==> config.mk <==
export PLATFORM = sky130hd
export DESIGN_NAME = llc_set_admit_ctrl
export DESIGN_NICKNAME = d
export VERILOG_FILES = /design/src/rtl/llc_set_admit_ctrl.sv
export SDC_FILE = /design/constraint.sdc
export NUM_CORES = 1
export LEC_CHECK = 0
export CAP_MARGIN = 20
export CELL_PAD_IN_SITES_DETAIL_PLACEMENT = 1
export CELL_PAD_IN_SITES_GLOBAL_PLACEMENT = 2
export CORE_AREA = 2 2 115 128
export DETAILED_ROUTE_END_ITERATION = 10
export DIE_AREA = 0 0 117 130
export HOLD_SLACK_MARGIN = 0.1
export PLACE_DENSITY_LB_ADDON = 0.1
export SLEW_MARGIN = 20
export SYNTH_ARGS = -nofsm -noshare
export SYNTH_HDL_FRONTEND = slang
export SYNTH_SLANG_ARGS = --single-unit
==> constraint.sdc <==
create_clock -name clk -period 5.3 [get_ports clk]
set_input_delay 0.53 -clock clk [delete_from_list [all_inputs] [get_ports clk]]
set_output_delay 0.53 -clock clk [all_outputs]
set_load 0.01 [all_outputs]
==> src/rtl/llc_set_admit_ctrl.sv <==
// llc_set_admit_ctrl: admits one request per cycle into the LLC pipeline, blocking sets already in flight; LLC_ADMIT_RR_EN selects round-robin over fixed priority
module llc_set_admit_ctrl #(
  parameter int NUM_REQ      = 4,
  parameter int TABLE_SIZE   = 5,
  parameter int LLC_SET_BITS = 8,
  parameter int ID_W         = $clog2(NUM_REQ),
  parameter int PTR_W        = 3
) (
  input  logic                            clk,
  input  logic                            rst,
  input  logic [NUM_REQ-1:0]              req_valid,
  input  logic [NUM_REQ*LLC_SET_BITS-1:0] req_set,
  output logic [NUM_REQ-1:0]              req_ready,
  output logic                            issue_valid,
  input  logic                            issue_ready,
  output logic [ID_W-1:0]                 issue_req_id,
  output logic [LLC_SET_BITS-1:0]         issue_set,
  output logic [PTR_W-1:0]                issue_entry,
  input  logic                            retire_valid,
  input  logic [PTR_W-1:0]                retire_entry,
  input  logic                            drain_req,
  output logic                            drain_done,
  output logic                            table_full,
  output logic [PTR_W:0]                  occupancy
);
  typedef enum logic [1:0] {RUN, DRAIN, DRAINED} state_t;
  state_t state, state_nxt;
  logic [TABLE_SIZE-1:0] tbl_valid, ret_sel, alloc_sel;
  logic [LLC_SET_BITS-1:0] tbl_set [TABLE_SIZE];
  logic [NUM_REQ-1:0] elig;
  logic gnt, ret_hit, issue_valid_nxt;
  logic [ID_W-1:0] gnt_id;
  logic [PTR_W-1:0] free_idx;
  logic [LLC_SET_BITS-1:0] gnt_set;
  logic [PTR_W:0] occ_nxt;

  assign table_full      = occupancy == (PTR_W+1)'(TABLE_SIZE);
  assign drain_done      = state == DRAINED;
  assign req_ready       = gnt ? NUM_REQ'(1) << gnt_id : '0;
  assign gnt_set         = req_set[int'(gnt_id)*LLC_SET_BITS +: LLC_SET_BITS];
  assign ret_sel         = TABLE_SIZE'(1) << retire_entry;
  assign ret_hit         = retire_valid && |(tbl_valid & ret_sel);
  assign alloc_sel       = TABLE_SIZE'(gnt) << free_idx;
  assign occ_nxt         = occupancy + (PTR_W+1)'(gnt) - (PTR_W+1)'(ret_hit);
  assign issue_valid_nxt = gnt || (issue_valid && !issue_ready);

  // eligibility uses the pre-edge table, so a set being retired this cycle stays blocked
  always_comb begin
    for (int i = 0; i < NUM_REQ; i++) begin
      elig[i] = req_valid[i] && state == RUN && !drain_req && !table_full && (!issue_valid || issue_ready);
      for (int j = 0; j < TABLE_SIZE; j++)
        if (tbl_valid[j] && tbl_set[j] == req_set[i*LLC_SET_BITS +: LLC_SET_BITS]) elig[i] = 1'b0;
    end
  end

`ifdef LLC_ADMIT_RR_EN
  logic [ID_W-1:0] last_id, rr_idx;

  // round-robin: search begins just after the last granted requester
  always_comb begin
    gnt = 1'b0;
    gnt_id = '0;
    rr_idx = '0;
    for (int k = 1; k <= NUM_REQ; k++) begin
      rr_idx = ID_W'((int'(last_id) + k) % NUM_REQ);
      if (!gnt && elig[rr_idx]) begin
        gnt = 1'b1;
        gnt_id = rr_idx;
      end
    end
  end

  // last-grant pointer
  always_ff @(posedge clk or negedge rst)
    if (!rst) last_id <= '0;
    else if (gnt) last_id <= gnt_id;
`else
  // fixed priority: lowest index wins
  always_comb begin
    gnt = |elig;
    gnt_id = '0;
    for (int k = NUM_REQ - 1; k >= 0; k--)
      if (elig[k]) gnt_id = ID_W'(k);
  end
`endif

  // lowest free entry of the pre-edge table; a retiring entry is still valid here
  always_comb begin
    free_idx = '0;
    for (int j = TABLE_SIZE - 1; j >= 0; j--)
      if (!tbl_valid[j]) free_idx = PTR_W'(j);
  end

  // drain completes once the table and issue register will both be empty after this edge
  always_comb
    state_nxt = state == RUN ? (drain_req ? DRAIN : RUN)
              : !drain_req ? RUN
              : (occ_nxt == '0 && !issue_valid_nxt) ? DRAINED : state;

  // state, table valid bits and occupancy
  always_ff @(posedge clk or negedge rst)
    if (!rst) begin
      state <= RUN;
      tbl_valid <= '0;
      occupancy <= '0;
    end else begin
      state <= state_nxt;
      tbl_valid <= (tbl_valid & ~(ret_hit ? ret_sel : '0)) | alloc_sel;
      occupancy <= occ_nxt;
    end

  // set tags only matter while their valid bit is set
  always_ff @(posedge clk)
    if (gnt) tbl_set[free_idx] <= gnt_set;

  // issue register holds its payload until the pipeline accepts it
  always_ff @(posedge clk or negedge rst)
    if (!rst) begin
      issue_valid <= 1'b0;
      issue_req_id <= '0;
      issue_set <= '0;
      issue_entry <= '0;
    end else begin
      issue_valid <= issue_valid_nxt;
      if (gnt) begin
        issue_req_id <= gnt_id;
        issue_set <= gnt_set;
        issue_entry <= free_idx;
      end
    end
endmodule

# ---- After elaboration in Yosys (flattened, before gate mapping)
# Memory sizes are Yosys's and may differ from the RTL's.
# Index checks and enable logic that the tools add are counted.
# Widths: inputs -> output; s select.
dict set report word_totals {
  regBits 25
  latch_bits 0
  mem_bits_rw 40
  romBits 0
  in_bits 44
  output_inout_bits 24
  word_cells 128
  mem_count 1
}
dict set report op_classes {
  addsub 2
  n_mul 0
  div_mod_pow 0
  magnitude_cmp 0
  n_eq_ne 23
  n_shift 4
  n_mux 37
  bitwise_logic 4
  reduce_logical 50
}
# name depth word_bits read_ports rd_ports_with_merged_regs wr line
set memory_table {}
lappend memory_table {tbl_set 5 8 5 0 1 29} ;# logic [LLC_SET_BITS-1:0] tbl_set [TABLE_SIZE];
# operator count
set op_table {}
lappend op_table {{$eq 8x8->1} 20}
lappend op_table {{$logic_and 1x1->1} 39}
lappend op_table {{$shiftx 32x6->8} 1}
lappend op_table {{$mux 1} 23}
lappend op_table {{$mux 3} 5}
lappend op_table {{$mux 2} 7}
lappend op_table {{$and 5x5->5} 2}
lappend op_table {{$logic_not 1->1} 5}
lappend op_table {{$mux 5} 1}
lappend op_table {{$not 5->5} 1}
lappend op_table {{$or 5x5->5} 1}
lappend op_table {{$reduce_or 5->1} 1}
lappend op_table {{$shl 1x3->5} 1}
lappend op_table {{$shl 1x3->5 const A} 1}
lappend op_table {{$add 4x1->4} 1}
lappend op_table {{$eq 4x3->1 const B} 1}
lappend op_table {{$logic_not 4->1} 1}
lappend op_table {{$mux 4} 1}
lappend op_table {{$reduce_or 4->1} 1}
lappend op_table {{$shl 1x2->4 const A} 1}
lappend op_table {{$sub 4x1->4} 1}
lappend op_table {{$ne 3x1->1 const B} 1}
lappend op_table {{$eq 2x2->1 const B} 1}
lappend op_table {{$logic_not 2->1} 1}
lappend op_table {{$logic_or 1x1->1} 2}

# ---- Depth between registers and ports, before layout
# Gate-level depths: netlist (run 1).
dict set report depth {
  depth_word 18
  mapped_depth 21
  mapped_depth_nobuf 18
}

# ---- Worst setup path before layout (run 1)
# Ideal clock, no wire load.
dict set report synth_path {
  kind {input to register}
  startpoint {in req_set[1]}
  endpoint {reg state[0]}
  setup_ns 0.135
  arrival_time_ns 3.788
  required_ns 5.165
  slack_ns 1.378
  cell_stages 20
  path_buffers 4
  path_cell_list {buf_4 > xor2_1 > nor4_1 > nand3_1 > o41ai_2 > nor4_2 > or2_1 > buf_4 > or2_1 > buf_6 > inv_4 > buf_6 > ha_1 > inv_1 > ha_1 > inv_1 > fa_1 > xnor2_1 > nor4_1 > nor3b_1}
}
dict set report synth_between {
  elab_chain_cells 13
  elab_cells_between_ends 23
  cone_classes {add/sub (2); eq/ne (6); mux (5); reduce/logical (10)}
}
# item line
set synth_rtl {}
lappend synth_rtl {{start: declaration} 12} ;# input logic [NUM_REQ*LLC_SET_BITS-1:0] req_set,
lappend synth_rtl {{$eq 8x8->1} 52} ;# if (tbl_valid[j] && tbl_set[j] == req_set[i*LLC_SET_BITS +: LLC_SET_BITS]) elig[i] = 1'b0;
lappend synth_rtl {{$logic_and 1x1->1} 52}
lappend synth_rtl {{$mux 1 (4 in a row)} 52}
lappend synth_rtl {{$mux 1 *} 52}
lappend synth_rtl {{$reduce_or 4->1 *} 80} ;# gnt = |elig;
lappend synth_rtl {{$add 4x1->4 *} 44} ;# assign occ_nxt = occupancy + (PTR_W+1)'(gnt) - (PTR_W+1)'(ret_hit);
lappend synth_rtl {{$sub 4x1->4 *} 44}
lappend synth_rtl {{named net occ_nxt[2]} 35} ;# logic [PTR_W:0] occ_nxt;
lappend synth_rtl {{$logic_not 4->1 *} 98} ;# : (occ_nxt == '0 && !issue_valid_nxt) ? DRAINED : state;
lappend synth_rtl {{$logic_and 1x1->1 *} 98}
lappend synth_rtl {{$ne 3x1->1 (no line) *} n/a}
lappend synth_rtl {{end signal: assignment} 107} ;# state <= state_nxt;
lappend synth_rtl {{end: declaration} 27} ;# state_t state, state_nxt;
# Mark *: on every way through the listed nets, which the timed path passes. The rest lies on a longest branch.
# A chain may end at the register's enable or synchronous reset.

# ---- Worst setup path after layout (run 1)
dict set report layout_path {
  startpoint {in req_set[1]}
  endpoint {reg state[0]}
}
dict set report layout_between {
  elab_chain_cells 13
  elab_cells_between_ends 23
  cone_classes {add/sub (2); eq/ne (6); mux (5); reduce/logical (10)}
}
# item line
set layout_rtl {}
lappend layout_rtl {{$eq 8x8->1} 52}
lappend layout_rtl {{$logic_and 1x1->1} 52}
lappend layout_rtl {{$mux 1 (4 in a row)} 52}
lappend layout_rtl {{$mux 1 *} 52}
lappend layout_rtl {{$reduce_or 4->1 *} 80}
lappend layout_rtl {{$add 4x1->4} 44}
lappend layout_rtl {{$sub 4x1->4} 44}
lappend layout_rtl {{$logic_not 4->1} 98}
lappend layout_rtl {{$logic_and 1x1->1 *} 98}
lappend layout_rtl {{$ne 3x1->1 (no line) *} n/a}
# Mark *: on every way between the ends. The rest lies on a longest branch, timed or not.

==> results.yml, run 1 <==
worst_setup_path:
  reg2reg_from: "tbl_set[0][4]"
  critPathLaunchType: "input port"
  crit_type: "in2reg"
  cp_data_required_time_ps: 5500
  crit_path_end_kind: "flop"
  critical_path_arrival_ps: 4880
  worst-path-max-fanout: 10
  worstSetupStartpoint: "req_set[1]"
timing:
  timing.final.crit_period_ps: 4670
  fin_worst_hold_slack_ps: 490
  tightest_slew_ps: 772
  timing.fmax_mhz: 214
  setup_repair_after_global_routing_missed_its_margin: "no"
  timing.final.crit_share_pct: 88.2
  skew_ps: 6.66
  tns_ps: 0
  report.final.hold_viol_count: 0
  maxSlewViolCount: 0
  report.final.setup_viol: 0
  worst_slew_margin_rel_pct: 48.4
global_routing:
  initial_antenna_violation_count: 0
  track_usage_pct: 24.4
  grt_pass1_vias: 4228
  grt_pass1_wl_um: 26000
  global_route.overflow_total: 0
  grt_max_degree: 26
place:
  io_buffer_count: 67
  place_area_um2: 5620
  gp_congestion: 0.873
  hpwlAfterDp_um: 13700
synth:
  synthFlopType: "sky130_fd_sc_hd__edfxtp_1"
  synth.net_count: 518
  synth_edf_count: 40
  asyncSetResetFlopFracSynth_pct: 38.5
  ys.warnings.count: 0
  synth_top_area_cell: "sky130_fd_sc_hd__edfxtp_1"
  yosys_register_bits: 65
  syn-instance-count: 468
  synthDistinctLibCells: 44
  synth.area.top_cells: "sky130_fd_sc_hd__edfxtp_1 (25%), sky130_fd_sc_hd__xor2_1 (20%), sky130_fd_sc_hd__dfrtp_1 (13%)"
  synth.cell_area_um2: 4760
  ys_seq_area_share_pct: 38.4
  synth_area_per_cell_um2: 10.2
  yosys.area.top_type_share_pct: 25.2
layout:
  post_synthesis_to_final_layout_area_growth_pct: 23.5
  most-common-layout-cells: "sky130_fd_sc_hd__xor2_1 (109), sky130_fd_sc_hd__clkdlybuf4s50_1 (67), sky130_fd_sc_hd__xnor2_1 (53)"
  antenna-diode-count: 0
  drive_gt1_share_pct: 9.07
  fin_area_um2: 5880
  n_fill_cell: 1574
  utilization_pct: 41.7
  nNetsFinal: 574
  most_common_library_cell_in_the_layout_ignoring_fill_and_taps: "sky130_fd_sc_hd__xor2_1"
min_path:
  worst_hold_path_type: "reg2reg"
  min_from: "issue_entry[2]"
cts:
  clock-sinks: 65
  clk_pin_slew_ps: 50
  cts_buffers: 9
  clkLatencyLatePin_ps: 330
  cts_max_level: 3
  cts.repair.resized: 0
  post_cts.repair.setup_buffers: 0
  max-clock-path-buffers: 2
  postCtsHoldBufs: 0
  cts_tree: "done"
  clk_root_buffer_cell: "sky130_fd_sc_hd__clkbuf_16"
power:
  peakVddDrop_uv: 226
  p_leak_nw: 2.18
  cellPowerDensity_nw_per_um2: 428
  power_mw: 2.52
floorplan:
  placementRows: 46
  die_area_um2: 15200
  coreArea_um2: 14100
  vertical_die_dimension_um: 130
  die_x_um: 117
  floorplan.io_pins: 68
  floorplan.initialDensity_pct: 33.8
outcome:
  status: "finished, final reports clean"
routing:
  post-route-drc-count: 0
  totalWireLength_um: 17600
  drt.antenna.violating_nets: 0
  first_pass_iters: 4
  drt_iter0_markers: 228
  dr_total_vias: 3824
  avgRoutedWirePerCell_um: 24.5
  avgViaCountPerCell: 5.30
run:
  maxCapViolations: 0
[metrics by stage]
step | std cells | worst slack, ps
final | 721 | 627
after CTS | 721 | 634
after detailed placement | 705 | 288
after global routing | 721 | 316
after global placement | 705 | 314
after floorplan | 468 | 1380
[sequential cells by signal, indices dropped and copies added (netlist names)]
name and flops:
tbl_valid 5, state 2, tbl_set 40, issue_req_id 2, occupancy 4, issue_valid 1, issue_set 8, issue_entry 3
[cell usage after synthesis, types with 5 or more instances]
cell type / instances
sky130_fd_sc_hd__a31oi_1: 9
sky130_fd_sc_hd__a21o_1: 5
sky130_fd_sc_hd__nand3_1: 17
sky130_fd_sc_hd__a21bo_2: 6
sky130_fd_sc_hd__inv_1: 7
sky130_fd_sc_hd__nor4_1: 21
sky130_fd_sc_hd__nand4_1: 14
sky130_fd_sc_hd__o21ai_0: 7
sky130_fd_sc_hd__edfxtp_1: 40
sky130_fd_sc_hd__and3b_1: 6
sky130_fd_sc_hd__nand2_1: 24
sky130_fd_sc_hd__ha_1: 5
sky130_fd_sc_hd__nor2_1: 8
sky130_fd_sc_hd__xor2_1: 109
sky130_fd_sc_hd__a221oi_1: 8
sky130_fd_sc_hd__clkbuf_1: 16
sky130_fd_sc_hd__dfrtp_1: 25
sky130_fd_sc_hd__nor3_1: 23
sky130_fd_sc_hd__xnor2_1: 53
sky130_fd_sc_hd__nand2b_1: 5
sky130_fd_sc_hd__buf_2: 22
[critical path, stage by stage]
cell	delay [ps]
sky130_fd_sc_hd__clkdlybuf4s50_1	610
sky130_fd_sc_hd__xor2_1	230
sky130_fd_sc_hd__nor4_1	490
sky130_fd_sc_hd__nand3_1	160
sky130_fd_sc_hd__o41ai_2	350
sky130_fd_sc_hd__nor4_4	90
sky130_fd_sc_hd__or2_1	400
sky130_fd_sc_hd__or2_1	440
sky130_fd_sc_hd__inv_4	100
sky130_fd_sc_hd__ha_1	220
sky130_fd_sc_hd__inv_1	50
sky130_fd_sc_hd__ha_1	160
sky130_fd_sc_hd__inv_1	60
sky130_fd_sc_hd__fa_1	520
sky130_fd_sc_hd__nand3_1	90
sky130_fd_sc_hd__nor4_1	270
sky130_fd_sc_hd__nor3b_1	90
[per-layer routing]
layer	global-route usage [%]	share of wire, %	vias up
met5	0	0	-
met3	3.07	3.6	46
li1	-	-	1749
met4	13.6	5.4	0
met1	30.3	42	1909
met2	41.1	49	120
[final timing paths]
kind	to	slack, ps	cells after the start
worst max-delay path	state[0]	630	17
worst min-delay path	issue_entry[2]	490	1
worst max register to register	state[0]	880	16
worst min register to register	issue_entry[2]	490	1
max in group asynchronous	tbl_valid[0]	4450	2
min in group asynchronous	issue_req_id[0]	570	2
[report_power, final]
part | switching [mW] | internal (mW)
clock | 0.205 | 0.312
combinational | 0.535 | 0.495
sequential | 0.239 | 0.731
total | 0.978 | 1.54
[cells by family (layout without fill, tap and decap cells)]
kind of cell / Yosys count / count (layout) / share of synthesized area, %
buffers and inverters: 52 / 113 / 5.39
DFF: 65 / 65 / 38.4
and+or+nand+nor: 134 / 134 / 16.3
xor gates and xnor gates: 162 / 162 / 29.8
AOI/OAI and AO/OA: 48 / 48 / 7.91
adders and majority gates: 6 / 6 / 1.73
muxes: 1 / 1 / 0.473
[cell type report]
cell class              instances  area [um2]  area share, %
clock inverters                 4        20.0          0.341
repair buffers                 89         836           14.2
clock buffers                  12         236           4.02
inverters                       8        32.5          0.553
multi-input cells             351        2690           45.7
well taps                     192         240           4.09
flip-flops and latches         65        1830           31.1
No activity file was read; power rests on OpenSTA's default activity.
==> inputs of run 2 (changes only) <==
==> constraint.sdc (replaced) <==
create_clock -name clk -period 5.3 [get_ports clk]
set_input_delay 0.795 -clock clk [delete_from_list [all_inputs] [get_ports clk]]
set_output_delay 0.795 -clock clk [all_outputs]
set_load 0.01 [all_outputs]
==> run 2 against run 1 <==
Effect of this change:
- combinational power hardly changed
- critical path depth is 8 lower
- maximum frequency is 3.6% lower
- power is 5.4% higher
- clock skew hardly changed
- register-to-register slack better by 380 ps
- flip-flop and latch count stayed put
- sequential share of layout area is 0.30 points lower
- core utilization is 0.41 points higher
- largest power group unchanged
==> results.yml, run 2 (synthesis gave the netlist of run 1 again) <==
worst_setup_path:
  reg2reg_from: "tbl_set[0][4]"
  worstPathCellList: "clkdlybuf4s50_1 -> xor2_1 -> nor4_1 -> nand3_1 -> o41ai_2 -> nor4_4 -> buf_4 -> nor3_1 -> clkdlybuf4s50_1"
  crit_path_end_kind: "output pin"
  crit_path_max_incr_delay_ps: 640
  worst-path-max-fanout: 22
  setup.reg_to_reg.worst_slack_ps: 1260
  critPathLaunchType: "input port"
  cp_data_required_time_ps: 4510
  path_common_cell: "sky130_fd_sc_hd__clkdlybuf4s50_1"
  critical_path_arrival_ps: 4050
  worst_path_max_delay_cell: "sky130_fd_sc_hd__clkdlybuf4s50_1"
  crit_type: "in2out"
  timing.rr.end: "state[0]"
  r2r_cell_count: 16
cts:
  clkLatencyLatePin_ps: 340
  cts_max_level: 3
  clock-sinks: 65
  cts_buffers: 9
  postCtsHoldBufs: 0
  cts_tree: "done"
  clk_root_buffer_cell: "sky130_fd_sc_hd__clkbuf_16"
  post_cts.repair.setup_buffers: 0
  max-clock-path-buffers: 2
  clk_pin_slew_ps: 60
  cts.repair.resized: 0
timing:
  tightest_slew_ps: 807
  report.final.setup_viol: 0
  timing.final.crit_period_ps: 4850
  tns_ps: 0
  timing.final.crit_share_pct: 91.5
  skew_ps: 6.69
  worst_slew_margin_rel_pct: 46.1
  maxSlewViolCount: 0
  timing.fmax_mhz: 206
  setup_repair_after_global_routing_missed_its_margin: "no"
  report.final.hold_viol_count: 0
layout:
  nNetsFinal: 572
  registers_with_the_most_flip_flops: "tbl_set x40, issue_set x8, tbl_valid x5"
  max_reg_flops: 40
  n_fill_cell: 1557
  drive_gt1_share_pct: 9.68
  registers.top_by_ff_count: "tbl_set"
  antenna-diode-count: 0
  regArea_um2: 1830
  most_common_library_cell_in_the_layout_ignoring_fill_and_taps: "sky130_fd_sc_hd__xor2_1"
  post_synthesis_to_final_layout_area_growth_pct: 24.7
  multi_input_area_um2: 2690
  utilization_pct: 42.1
  most-common-layout-cells: "sky130_fd_sc_hd__xor2_1 (109), sky130_fd_sc_hd__clkdlybuf4s50_1 (67), sky130_fd_sc_hd__xnor2_1 (53)"
routing:
  first_pass_iters: 4
  avgViaCountPerCell: 5.30
  drt.antenna.violating_nets: 0
  avgRoutedWirePerCell_um: 24.4
  drt_iter0_markers: 176
  dr_total_vias: 3809
  totalWireLength_um: 17600
  post-route-drc-count: 0
min_path:
  hold_end: "issue_entry[2]"
  depth_of_the_worst_hold_timing_path: 1
  worst_hold_path_type: "reg2reg"
  min_from: "issue_entry[2]"
floorplan:
  die_x_um: 117
  placementRows: 46
  floorplan.io_pins: 68
  die_area_um2: 15200
  vertical_die_dimension_um: 130
  coreArea_um2: 14100
  floorplan.initialDensity_pct: 33.8
global_routing:
  global_route.overflow_total: 0
  grt_max_degree: 26
  track_usage_pct: 24.4
  grt_pass1_vias: 4143
  initial_antenna_violation_count: 0
  grt_pass1_wl_um: 26200
outcome:
  status: "finished, final reports clean"
power:
  peakVddDrop_uv: 257
  cellPowerDensity_nw_per_um2: 447
  p_leak_nw: 2.21
place:
  gp_congestion: 0.918
  hpwlAfterDp_um: 13600
  io_buffer_count: 67
run:
  maxCapViolations: 0
[run 2: power breakdown]
| part | internal (mW) | total, mW | leakage [nW] | switching, mW |
|---|---|---|---|---|
| clock network | 0.426 | 0.655 | 0.159 | 0.230 |
| logic | 0.495 | 1.04 | 1.39 | 0.540 |
| registers | 0.731 | 0.962 | 0.662 | 0.231 |
| total | 1.65 | 2.65 | 2.21 | 1.00 |
[run 2: routing by layer]
| metal | share of wire, % | global-route usage (%) | up-vias |
|---|---|---|---|
| li1 | - | - | 1742 |
| met1 | 42 | 30.8 | 1925 |
| met2 | 50 | 40.9 | 101 |
| met3 | 3.9 | 3.39 | 41 |
| met4 | 4.4 | 12.1 | 0 |
| met5 | 0 | 0 | - |
[run 2: area by class of cell]
type / count / area share (%)
multi-input cells: 351 / 45.3
flip-flops and latches: 65 / 30.8
repair buffers: 87 / 13.8
well taps: 192 / 4.05
clock buffers: 10 / 4.03
clock inverters: 6 / 1.52
inverters: 8 / 0.548
[run 2: worst max path at each step]
stage / from / to / slack (ps)
after floorplan: req_set[1] / state[0] / 1110
after global placement: req_set[4] / state[0] / 360
after detailed placement: req_set[4] / state[0] / 260
after CTS: req_set[4] / req_ready[3] / 410
after global routing: req_set[4] / req_ready[3] / 310
final: req_set[4] / req_ready[1] / 450
[run 2: per-stage QoR]
| stage | cells | cell area, um2 | total power [mW] | worst slack (ps) | hold WS, ps |
|---|---|---|---|---|---|
| after global placement | 703 | 5610 | 1.99 | 359 | 468 |
| after global routing | 719 | 5940 | 2.81 | 312 | 505 |
| after floorplan | 468 | 4760 | 1.52 | 1110 | 480 |
| after CTS | 719 | 5940 | 2.68 | 411 | 487 |
| final | 719 | 5940 | 2.65 | 451 | 480 |
| after detailed placement | 703 | 5610 | 2.01 | 265 | 465 |
[run 2: critical path: cells and delay by family]
kind                      cells  cell delay, ps
AOI/OAI and AO/OA             1             360
xor gates and xnor gates      1             240
buffers and inverters         3            1520
and+or+nand+nor               4            1120
==> edit 1: new RTL, settings of run 2 <==
The 3 states of `state_t` get a one-hot encoding in 3 bits.
--- a/src/rtl/llc_set_admit_ctrl.sv
+++ b/src/rtl/llc_set_admit_ctrl.sv
@@ -25,3 +25,3 @@
 );
-  typedef enum logic [1:0] {RUN, DRAIN, DRAINED} state_t;
+  typedef enum logic [2:0] {RUN = 3'b001, DRAIN = 3'b010, DRAINED = 3'b100} state_t;
   state_t state, state_nxt;
Formal check against the unedited RTL: no difference found for any inputs over 4 cycles, from zero or initial values and one cycle with rst low; so few cycles prove little.
==> edit 1 against run 2 <==
Clock power decreased by 9.0%; final area decreased by 0.23%; critical path depth grew 3; sequential cell count increased by 1; sequential share of layout area up 0.52 points; setup slack better by 0.064 ns; register-to-register slack got worse by 0.26 ns; first-iteration DRC count fell by 7.4%; area after synthesis is 0.53% lower; total power down 4.9%; wire length shrank 4.3%.
==> edit 1: results (changes against run 2) <==
run status finished, final reports clean; largest cells by area after synthesis edfxtp_1 (25%), xnor2_1 (17%), dfrtp_1 (13%), xor2_1 (13%), clkbuf_1 (3.1%); Most used DFF post-synth edfxtp_1; number of warnings issued by yosys 0 (unchanged); drt total wl 16.8 mm (-4.3%); worst min-delay path startpoint issue_entry[2]; postcts setup bufs 0 (unchanged); CP startpoint req_set[5]; FMAX 0.209 GHz (+1.3%); Fillers 1,603 (+3.0%); # H-tree levels 3 (unchanged); Hold Crit Class flip-flop to flip-flop; asr flop ratio synth 39.4% (+0.93 points); initial antenna violation count 0 (unchanged); Worst Max-Slew Pin Slew 1.09 ns (+0.286 ns); Diodes inserted 0 (unchanged); syn nets 535 (+3.3%); worst vdd ir 0.226 mV (-12%); M1 WL 7.49 mm (+2.1%); Inst Count DP 720 (+2.4%); Worst path max stage delay 0.85 ns (+0.21 ns); Post-synth top cells xnor2_1 (91), xor2_1 (71), edfxtp_1 (40); LEAKAGE 2.11 nW (-4.4%); metal2 WL 8.38 mm (-4.3%); Critical R2R Capture state[1]; global-route wire length before repair 24.9 mm (-5.2%); layout cell share with drive strength beyond 1 8.46% (-1.2 points); fin nets 589 (+3.0%); Worst Skew 0.00550 ns (-0.00119 ns); Distinct cells, synth 50 (+14%); all-layer global routing usage 23.2% (-1.2 points); Hold Slack 0.479 ns (-0.000296 ns); vias in the first global route 3,982 (-3.9%); Placer Congestion 0.871 (-5.2%); Worst-path clk slew 0.06 ns (about the same); hpwl dp 13.4 mm (-1.7%); largest net degree at the start of global routing 27 (+3.8%); DR WL met3 560 um (-19%); detailed-route vias per instance 5.15 (-2.9%); register area share after synthesis 39.1% (+0.76 points); flop2flop setup slack 1.00 ns (-0.26 ns); DRT iter0 DRCs 163 (-7.4%); Place WS 0.218 ns (-0.0467 ns); Reg2Reg Depth 14 (-2); placed cell areas 5630 um^2 (+0.33%); Worst Path Max Fanout 8 (-64%); r2r startpoint state[0]; critical path arrival 3.99 ns (-0.06 ns); Finished Layout Cells 736 (+2.4%); Skew-Pair Late Insertion Delay 0.34 ns (about the same); average cell area after synthesis 9.76 um^2 (-4.0%); Post-synth EDFFs 40 (unchanged)
edit 1: cell types whose count changed in the layout (fill, tap and decap cells not counted), moves of 5 or more:
cell / delta
xnor2_1: +38
xor2_1: -38
nand2_1: +13
nor3_1: -9
nand4_1: +7
a21bo_2: -6
nor2_1: +6
nor4_1: -6
and3b_1: -5
edit 1: worst min-delay path by stage:
stage,to
2_1_floorplan,state[0]
3_3_place_gp,issue_entry[2]
3_5_place_dp,issue_entry[2]
4_1_cts,issue_entry[2]
5_1_grt,issue_req_id[1]
6_report,issue_entry[2]
edit 1: layer usage:
metal  vias up  GRT usage [%]
li1       1789              -
met1      1884           30.1
met2        92           39.6
met3        22           2.97
met4         0           8.51
met5         -              0
edit 1: cells by family (layout without fill, tap and decap cells):
group,count (synthesis),after routing,synth area share (%)
and+or+nand+nor,149,149,17.4
adders and majority gates,6,6,1.74
DFF,66,66,39.1
AOI/OAI and AO/OA,48,48,7.03
muxes,1,1,0.476
buffers and inverters,53,112,4.25
xor gates and xnor gates,162,162,30.0
edit 1: worst max-delay path, delay by kind of cell:
kind	cells	cell delay [ns]
AOI/OAI and AO/OA	1	0.09
xor gates and xnor gates	1	0.19
buffers and inverters	6	2.13
and+or+nand+nor	4	0.78
edit 1: where the power goes:
part | switching (mW) | internal, mW | total, mW
clock | 0.230 | 0.365 | 0.596
sequential | 0.190 | 0.736 | 0.927
combinational | 0.526 | 0.473 | 0.999
edit 1: final cells by class:
type / count / area [um^2] / share of cell area [%]
inverter: 10 / 37.5 / 0.634
timing repair buffer: 86 / 813 / 13.7
clock inverter: 6 / 67.6 / 1.14
clock buffer: 10 / 229 / 3.87
sequential: 66 / 1850 / 31.3
multi-input combinational: 366 / 2680 / 45.3
tap: 192 / 240 / 4.06
==> edit 2: new RTL, settings of run 2 <==
Without the edit above. `PTR_W`: 3 -> 4.
--- a/src/rtl/llc_set_admit_ctrl.sv
+++ b/src/rtl/llc_set_admit_ctrl.sv
@@ -6,3 +6,3 @@
   parameter int ID_W         = $clog2(NUM_REQ),
-  parameter int PTR_W        = 3
+  parameter int PTR_W        = 4
 ) (
Interface: changed (resized issue_entry, occupancy and retire_entry); port bits go from 68 to 71. The function was not compared with the original's and may differ.
==> edit 2 against run 2 <==
Sequential cell count grew 1; area after synthesis grew 2.6%; count of clock-buffer cells in the layout grew 1; setup slack gained 0.21 ns; first-iteration DRC count grew 8.5%; global-route usage shrank 0.27 points; synthesized cell count grew 5.3%; total power shrank 6.1%; die area is the same; final area grew 0.42%; via count grew 1.8%; wire length shrank 1.6%; largest cell class unchanged.
==> edit 2: results (changes against run 2) <==
Multi-In Gates 368 (+4.8%); DR WL met3 747 um (+7.8%); clkbuf count 11 (+1); Worst Skew 0.00602 ns (-0.000670 ns); sw frac 37.0% (-0.69 points); layout cell share with drive strength beyond 1 7.38% (-2.3 points); drt wl/cell 23.5 um (-3.6%); comb pwr 947 uW (-9%); metal2 WL 8.56 mm (-2.2%); met1 Use GR 29.7% (-1.1 points); Worst path max stage delay 0.68 ns (+0.04 ns); Synth Area in Compound Gates 8.43% (+0.52 points); sequential cells 66 (+1.5%); number of buffers added on ports 69 (+3.0%); register area 1850 um^2 (+1.4%); global-route wire length before repair 26.2 mm (-0.16%); run status finished, final reports clean; GRT met3 Usage 4.18% (+0.79 points); Slew HR 43.7% (-2.4 points); largest net degree at the start of global routing 27 (+3.8%); grt met2 use 41.1% (+0.27 points); Worst Path Max Fanout 12 (-45%); asr flop ratio synth 39.4% (+0.93 points); Place WS 0.484 ns (+0.219 ns); worst vdd ir 0.266 mV (+3.2%); via count 3,876 (+1.8%); hpwl dp 13.7 mm (+0.48%); buffer share of cell area 13.0% (-0.86 points); Distinct cells, synth 47 (+6.8%); Placer Congestion 0.920 (+0.12%); largest registers tbl_set: 40 flops, issue_set: 8 flops; Post-synth top cells xor2_1 (89), xnor2_1 (75), edfxtp_1 (40); all-layer global routing usage 24.1% (-0.27 points); fin nets 588 (+2.8%); syn nets 544 (+5.0%); nonclk buf count 80 (-8.0%); Fillers 1,576 (+1.2%); register area share after synthesis 37.9% (-0.46 points); placed cell areas 5650 um^2 (+0.74%); Adder-Cell Fraction of Synth Area 1.69% (-0.044 points)
## edit 2: through the flow
stage          instances  power (mW)
3_3_place_gp         718        1.86
6_report             734        2.49
2_1_floorplan        493        1.45
3_5_place_dp         718        1.87
5_1_grt              734        2.64
4_1_cts              734        2.52
## edit 2: path summary, 6_finish.rpt
kind	from	to	slack, ns	cells after the start
setup / recovery	req_set[2]	req_ready[3]	0.66	10
hold / removal	issue_entry[2]	issue_entry[2]	0.48	1
setup reg to reg	occupancy[2]	state[0]	1.30	17
hold reg to reg	issue_entry[2]	issue_entry[2]	0.48	1
max in group asynchronous	rst	tbl_valid[0]	4.20	2
min in group asynchronous	rst	issue_set[7]	0.82	2
## edit 2: kinds of logic after synthesis
| kind of cell | Yosys count |
|---|---|
| AO/OA/AOI/OAI | 59 |
| other | 1 |
| adder cells (fa/ha/maj) | 6 |
| buffers and inverters | 59 |
| flip-flops | 66 |
| AND/OR/NAND/NOR | 137 |
| multiplexers | 1 |
| XOR/XNOR | 164 |
